<file path="src/rtl/i2c_bus_monitor.sv">
// Passive I2C bus monitor: synchronises and de-glitches SCL/SDA, detects
// START/STOP, and reports address/data bytes and ACK bits as single-cycle pulses.
module i2c_bus_monitor #(
  parameter int unsigned SYNC_STAGES = 2,
  parameter int unsigned FILTER_LEN  = 3,
  parameter int unsigned CNT_W       = 8,
  parameter logic [6:0]  OWN_ADDR    = 7'h50
) (
  input  logic             clk,
  input  logic             reset,
  input  logic             scl_in,
  input  logic             sda_in,
  output logic             start_det,
  output logic             rstart_det,
  output logic             stop_det,
  output logic             byte_valid,
  output logic [7:0]       byte_data,
  output logic             byte_is_addr,
  output logic             ack_valid,
  output logic             ack_bit,
  output logic             addr_match,
  output logic             rw,
  output logic [CNT_W-1:0] byte_count,
  output logic             busy,
  output logic             bus_error,
  output logic [2:0]       state
);

  localparam int unsigned FCNT_W = 4;
  localparam int unsigned BCNT_W = 3;
  localparam int unsigned LINES  = 2;

  typedef enum logic [2:0] {
    S_IDLE      = 3'd0,
    S_ADDR      = 3'd1,
    S_ADDR_ACK  = 3'd2,
    S_DATA      = 3'd3,
    S_DATA_ACK  = 3'd4,
    S_WAIT_STOP = 3'd5
  } state_t;

  // Line index 0 is SCL, index 1 is SDA.
  logic [LINES-1:0]       raw;
  logic [SYNC_STAGES-1:0] sync_q [LINES];
  logic [FCNT_W-1:0]      fcnt_q [LINES];
  logic [LINES-1:0]       filt_q;
  logic [LINES-1:0]       filt_d_q;

  assign raw = {sda_in, scl_in};

  // Synchroniser chain plus persistence filter per line; both idle high.
  always_ff @(posedge clk) begin
    for (int i = 0; i < int'(LINES); i++) begin
      if (reset) begin
        sync_q[i] <= '1;
        fcnt_q[i] <= '0;
        filt_q[i] <= 1'b1;
      end else begin
        sync_q[i] <= {sync_q[i][SYNC_STAGES-2:0], raw[i]};
        if (sync_q[i][SYNC_STAGES-1] == filt_q[i]) begin
          fcnt_q[i] <= '0;
        end else if (fcnt_q[i] == FCNT_W'(FILTER_LEN - 1)) begin
          filt_q[i] <= sync_q[i][SYNC_STAGES-1];
          fcnt_q[i] <= '0;
        end else begin
          fcnt_q[i] <= fcnt_q[i] + FCNT_W'(1);
        end
      end
    end
  end

  always_ff @(posedge clk) begin
    if (reset) filt_d_q <= '1;
    else       filt_d_q <= filt_q;
  end

  logic scl_f, sda_f, scl_p, sda_p;
  logic start_c, stop_c, scl_rise_c;

  assign scl_f = filt_q[0];
  assign sda_f = filt_q[1];
  assign scl_p = filt_d_q[0];
  assign sda_p = filt_d_q[1];

  // SCL must be stable high across the SDA transition, so a simultaneous
  // SCL change suppresses START/STOP.
  assign start_c    = scl_p & scl_f & sda_p & ~sda_f;
  assign stop_c     = scl_p & scl_f & ~sda_p & sda_f;
  assign scl_rise_c = ~scl_p & scl_f;

  state_t            st_q, st_n;
  logic [BCNT_W-1:0] bit_cnt_q, bit_cnt_n;
  logic [6:0]        shreg_q, shreg_n;
  logic [7:0]        byte_c;
  logic [CNT_W-1:0]  byte_count_n;
  logic              busy_n, addr_match_n, rw_n, byte_is_addr_n, ack_bit_n;
  logic [7:0]        byte_data_n;
  logic              start_n, rstart_n, stop_n, byte_valid_n, ack_valid_n, bus_error_n;

  assign byte_c = {shreg_q, sda_f};
  assign state  = st_q;

  // Next-state and output decode; START/STOP outrank a coincident SCL rise.
  always_comb begin
    st_n           = st_q;
    bit_cnt_n      = bit_cnt_q;
    shreg_n        = shreg_q;
    byte_count_n   = byte_count;
    busy_n         = busy;
    addr_match_n   = addr_match;
    rw_n           = rw;
    byte_data_n    = byte_data;
    byte_is_addr_n = byte_is_addr;
    ack_bit_n      = ack_bit;
    start_n        = 1'b0;
    rstart_n       = 1'b0;
    stop_n         = 1'b0;
    byte_valid_n   = 1'b0;
    ack_valid_n    = 1'b0;
    bus_error_n    = 1'b0;

    if (start_c) begin
      start_n      = ~busy;
      rstart_n     = busy;
      busy_n       = 1'b1;
      st_n         = S_ADDR;
      bit_cnt_n    = '0;
      byte_count_n = '0;
      addr_match_n = 1'b0;
      rw_n         = 1'b0;
    end else if (stop_c) begin
      stop_n       = 1'b1;
      bus_error_n  = ((st_q == S_ADDR) || (st_q == S_DATA)) && (bit_cnt_q != '0);
      st_n         = S_IDLE;
      busy_n       = 1'b0;
      addr_match_n = 1'b0;
      rw_n         = 1'b0;
      bit_cnt_n    = '0;
    end else if (scl_rise_c) begin
      unique case (st_q)
        S_ADDR, S_DATA: begin
          shreg_n = {shreg_q[5:0], sda_f};
          if (bit_cnt_q == BCNT_W'(7)) begin
            bit_cnt_n    = '0;
            byte_valid_n = 1'b1;
            byte_data_n  = byte_c;
            if (byte_count != {CNT_W{1'b1}}) byte_count_n = byte_count + CNT_W'(1);
            if (st_q == S_ADDR) begin
              byte_is_addr_n = 1'b1;
              addr_match_n   = (shreg_q == OWN_ADDR);
              rw_n           = sda_f;
              st_n           = S_ADDR_ACK;
            end else begin
              byte_is_addr_n = 1'b0;
              st_n           = S_DATA_ACK;
            end
          end else begin
            bit_cnt_n = bit_cnt_q + BCNT_W'(1);
          end
        end
        S_ADDR_ACK, S_DATA_ACK: begin
          ack_bit_n   = sda_f;
          ack_valid_n = 1'b1;
          st_n        = sda_f ? S_WAIT_STOP : S_DATA;
        end
        default: ;
      endcase
    end
  end

  always_ff @(posedge clk) begin
    if (reset) begin
      st_q         <= S_IDLE;
      bit_cnt_q    <= '0;
      shreg_q      <= '0;
      byte_count   <= '0;
      busy         <= 1'b0;
      addr_match   <= 1'b0;
      rw           <= 1'b0;
      byte_data    <= '0;
      byte_is_addr <= 1'b0;
      ack_bit      <= 1'b0;
      start_det    <= 1'b0;
      rstart_det   <= 1'b0;
      stop_det     <= 1'b0;
      byte_valid   <= 1'b0;
      ack_valid    <= 1'b0;
      bus_error    <= 1'b0;
    end else begin
      st_q         <= st_n;
      bit_cnt_q    <= bit_cnt_n;
      shreg_q      <= shreg_n;
      byte_count   <= byte_count_n;
      busy         <= busy_n;
      addr_match   <= addr_match_n;
      rw           <= rw_n;
      byte_data    <= byte_data_n;
      byte_is_addr <= byte_is_addr_n;
      ack_bit      <= ack_bit_n;
      start_det    <= start_n;
      rstart_det   <= rstart_n;
      stop_det     <= stop_n;
      byte_valid   <= byte_valid_n;
      ack_valid    <= ack_valid_n;
      bus_error    <= bus_error_n;
    end
  end

endmodule

</file>
<file path="config.mk">
export PLATFORM = sky130hd
export DESIGN_NAME = i2c_bus_monitor
export DESIGN_NICKNAME = d
export VERILOG_FILES = /design/src/rtl/i2c_bus_monitor.sv
export SDC_FILE = /design/constraint.sdc
export NUM_CORES = 1
export LEC_CHECK = 0
export CAP_MARGIN = 20
export CORE_MARGIN = 3
export CORE_UTILIZATION = 45
export DETAILED_ROUTE_END_ITERATION = 7
export PLACE_DENSITY = 0.66
export SKIP_LAST_GASP = 1
export SYNTH_ARGS = -nofsm -noshare
export SYNTH_HDL_FRONTEND = slang
export SYNTH_SLANG_ARGS = --single-unit
export TNS_END_PERCENT = 20
</file>
<file path="constraint.sdc">
create_clock -name clk -period 2.05 [get_ports clk]
set_input_delay 0.5125 -clock clk [delete_from_list [all_inputs] [get_ports clk]]
set_output_delay 0.5125 -clock clk [all_outputs]
set_load 0.01 [all_outputs]
</file>
==> metrics.yaml <==
route:
  wl_um: 4432
  ant_nets: 0
  routed_via_density: 4.932
  first_pass_iters: 4
  drc: 0
  wire_per_inst_um: 12.48
  via_count: 1751
  drt_iter0_markers: 106
flow_run:
  cap_violations: 0
clock_tree:
  cts_buffers: 5
  clk_pin_slew_worst_paths_ps: 90
  hold_buffers: 0
  cts_tree: "yes"
  clock_latency_ps: 300
  clock-sinks: 56
  cts_buffer_depth: 2
  cts_root_buffer: "clkbuf_8"
  h-tree-depth: 2
  cts_setup_buffers: 0
min_path:
  hold_path.startpoint: "sync_q[0][0]"
  min_path_type: "register to register"
status:
  status: "finished, final reports clean"
sta:
  finalSetupTns_ps: 0
  rsz0062_at_grt: "no"
  finalSetupViolCount: 0
  min_period_over_period_pct: 93.87
  max_freq_ghz: 0.5197
  period_needed_ps: 1924
  slew_headroom_pct: 66.89
  hold_viol: 0
  finalClockSkew_ps: 5.952
  worst_slew_pin_slew_ps: 484.2
  setup_slack_ps: 125.7
  drv_slew: 0
setup_path:
  cp_max_fo: 10
  slowest_delay_ps: 600
  critPathRequiredTime_ps: 1540
  crit_chain: "clkdlybuf4s50_1"
  critPathBufInv: 1
  cp.arrival_ps: 1410
  crit_path_start_kind: "register"
  critPathSlowestCell: "clkdlybuf4s50_1"
  timing.rr.start: "bit_cnt_q[0]"
  worstSetupPathType: "register to output pin"
  critical_path.top_delay_family: "buffers and inverters"
  end_kind: "output pin"
  worstSetupStartpoint: "state[2]"
finish:
  drive_above_1_share_pct: 8.681
  area_growth_pct: 21.01
  final_net_count: 300
  n_antenna_cell: 0
yosys:
  synth.distinct_cells: 47
  ys_warn_count: 0
  synth_top_cell_by_area: "dfxtp_1"
  post-synth-top-count-cell: "dfxtp_1"
  synth_edf_count: 8
  synthCells: 248
  ys_ff_latch: 56
  netlist_area_sq_um: 2359
  synthTopCellsByArea: "dfxtp_1, edfxtp_1, nand2_1"
  synthTopCellsByCount: "dfxtp_1, nand2_1, nor2_1"
  avgSynthCellArea_sq_um: 9.510
  async_reset_ff_share_pct: 0
  ys_seq_area_share_pct: 50.93
  synthFlopType: "dfxtp_1"
  synth_top_area_share_pct: 40.74
global_route:
  grt_max_degree: 18
  grt_pass1_vias: 1674
  antenna_found_initial: 0
  grt.overflow.total: 0
  grt_pass1_wl_um: 7790
  track_usage_pct: 15.74
die:
  io-pin-count: 34
  die_area_sq_um: 6146
  die-height_um: 78.40
  core.rowCount: 25
  coreArea_sq_um: 4880
  chipWidth_um: 78.40
  initial_core_util_pct: 48.33
place:
  globalplace.congestion: 0.8053
  dp_slack_ps: 157.8
  dp_hpwl_um: 3225
  io_buffers: 33
pwr:
  p_per_area_nw_per_um2: 624.9
  cellLeakagePower_nw: 1.010
  peakVddDrop_mv: 0.4269
-- state kept, by name, summed over array words and instances (netlist names), 2 cells and up --
| signal | flops |
|---|---|
| byte_count | 8 |
| byte_data | 8 |
| fcnt_q | 8 |
| shreg_q | 7 |
| sync_q | 4 |
| bit_cnt_q | 3 |
| state | 3 |
| filt_d_q | 2 |
| filt_q | 2 |
-- through the flow --
stage / hold WS [ps] / util [%] / instances / area (sq um) / power (mW)
2_1_floorplan: 389.5 / - / 255 / 2385 / 1.231
3_3_place_gp: 391.8 / 56.90 / 348 / 2776 / 1.260
3_5_place_dp: 393.3 / 56.90 / 348 / 2776 / 1.261
4_1_cts: 415.4 / 58.46 / 355 / 2853 / 1.808
5_1_grt: 428.9 / 58.49 / 355 / 2854 / 1.867
6_report: 413.8 / 58.49 / 355 / 2854 / 1.784
-- cell usage in the layout (no fill, tap or decap), types with 2 or more instances in the layout --
master and n:
inv_1 6, nor3_1 5, nor2_1 22, dfxtp_1 47, nor2b_1 3, a31oi_1 6
or3_1 3, nand2_1 40, a311oi_1 2, o21a_1 2, or2_2 6, ha_1 8
clkdlybuf4s50_1 33, clkinv_1 2, nor2_2 2, a211o_1 2, xnor2_1 5, mux2i_1 3
nand4_1 3, edfxtp_1 8, conb_1 8, xor2_1 4, a211oi_1 4, clkbuf_8 5
nand3_1 5, nand3b_1 2, nor3b_1 5, a21oi_1 21, nand2b_1 3, buf_4 5
-- per-layer routing --
layer,wire [um],up-vias,track usage [%]
li1,-,923,-
met1,2275,784,22.43
met2,1923,40,23.72
met3,202,4,2.982
met4,31,0,5.769
met5,0,-,0
-- final timing paths --
path | end | slack [ps] | depth (start not counted)
setup / recovery | state[2] | 130 | 1
hold / removal | sync_q[0][1] | 410 | 1
setup reg to reg | state[0] | 280 | 6
hold reg to reg | sync_q[0][1] | 410 | 1
-- where the power goes --
part / total, mW / leakage (nW) / switching (mW) / internal, mW
sequential: 1.15 / 0.471 / 0.0208 / 1.13
combinational: 0.0830 / 0.500 / 0.0429 / 0.0401
clock: 0.549 / 0.0391 / 0.323 / 0.226
total: 1.78 / 1.01 / 0.386 / 1.40
-- layout make-up --
| class | count | area [sq um] |
|---|---|---|
| fillers | 484 | 2026 |
| flip-flops and latches | 56 | 1202 |
| multi-input cells | 181 | 1101 |
| repair buffers | 38 | 367.9 |
| well taps | 67 | 83.83 |
| clock buffers | 5 | 68.82 |
| inverters | 6 | 22.52 |
| clock inverters | 2 | 7.507 |
-- repair_timing --
item,4_1_cts,5_1_grt
endpoints found under the setup margin,0,1
gates resized for setup,0,1
hold endpoints to repair,0,0
-- cells by family (layout without fill, tap and decap cells) --
kind of cell / after synthesis / count (layout) / synth area share, %
other cells: 1 / 8 / 0.1590
compound gates: 44 / 44 / 11.94
xor+xnor: 9 / 9 / 3.342
mux: 3 / 3 / 1.273
simple gates: 109 / 109 / 24.62
buf+inv: 18 / 51 / 3.501
fa+ha+maj: 8 / 8 / 4.244
flops: 56 / 56 / 50.93
Note: power is estimated with default switching activity, not from simulation.
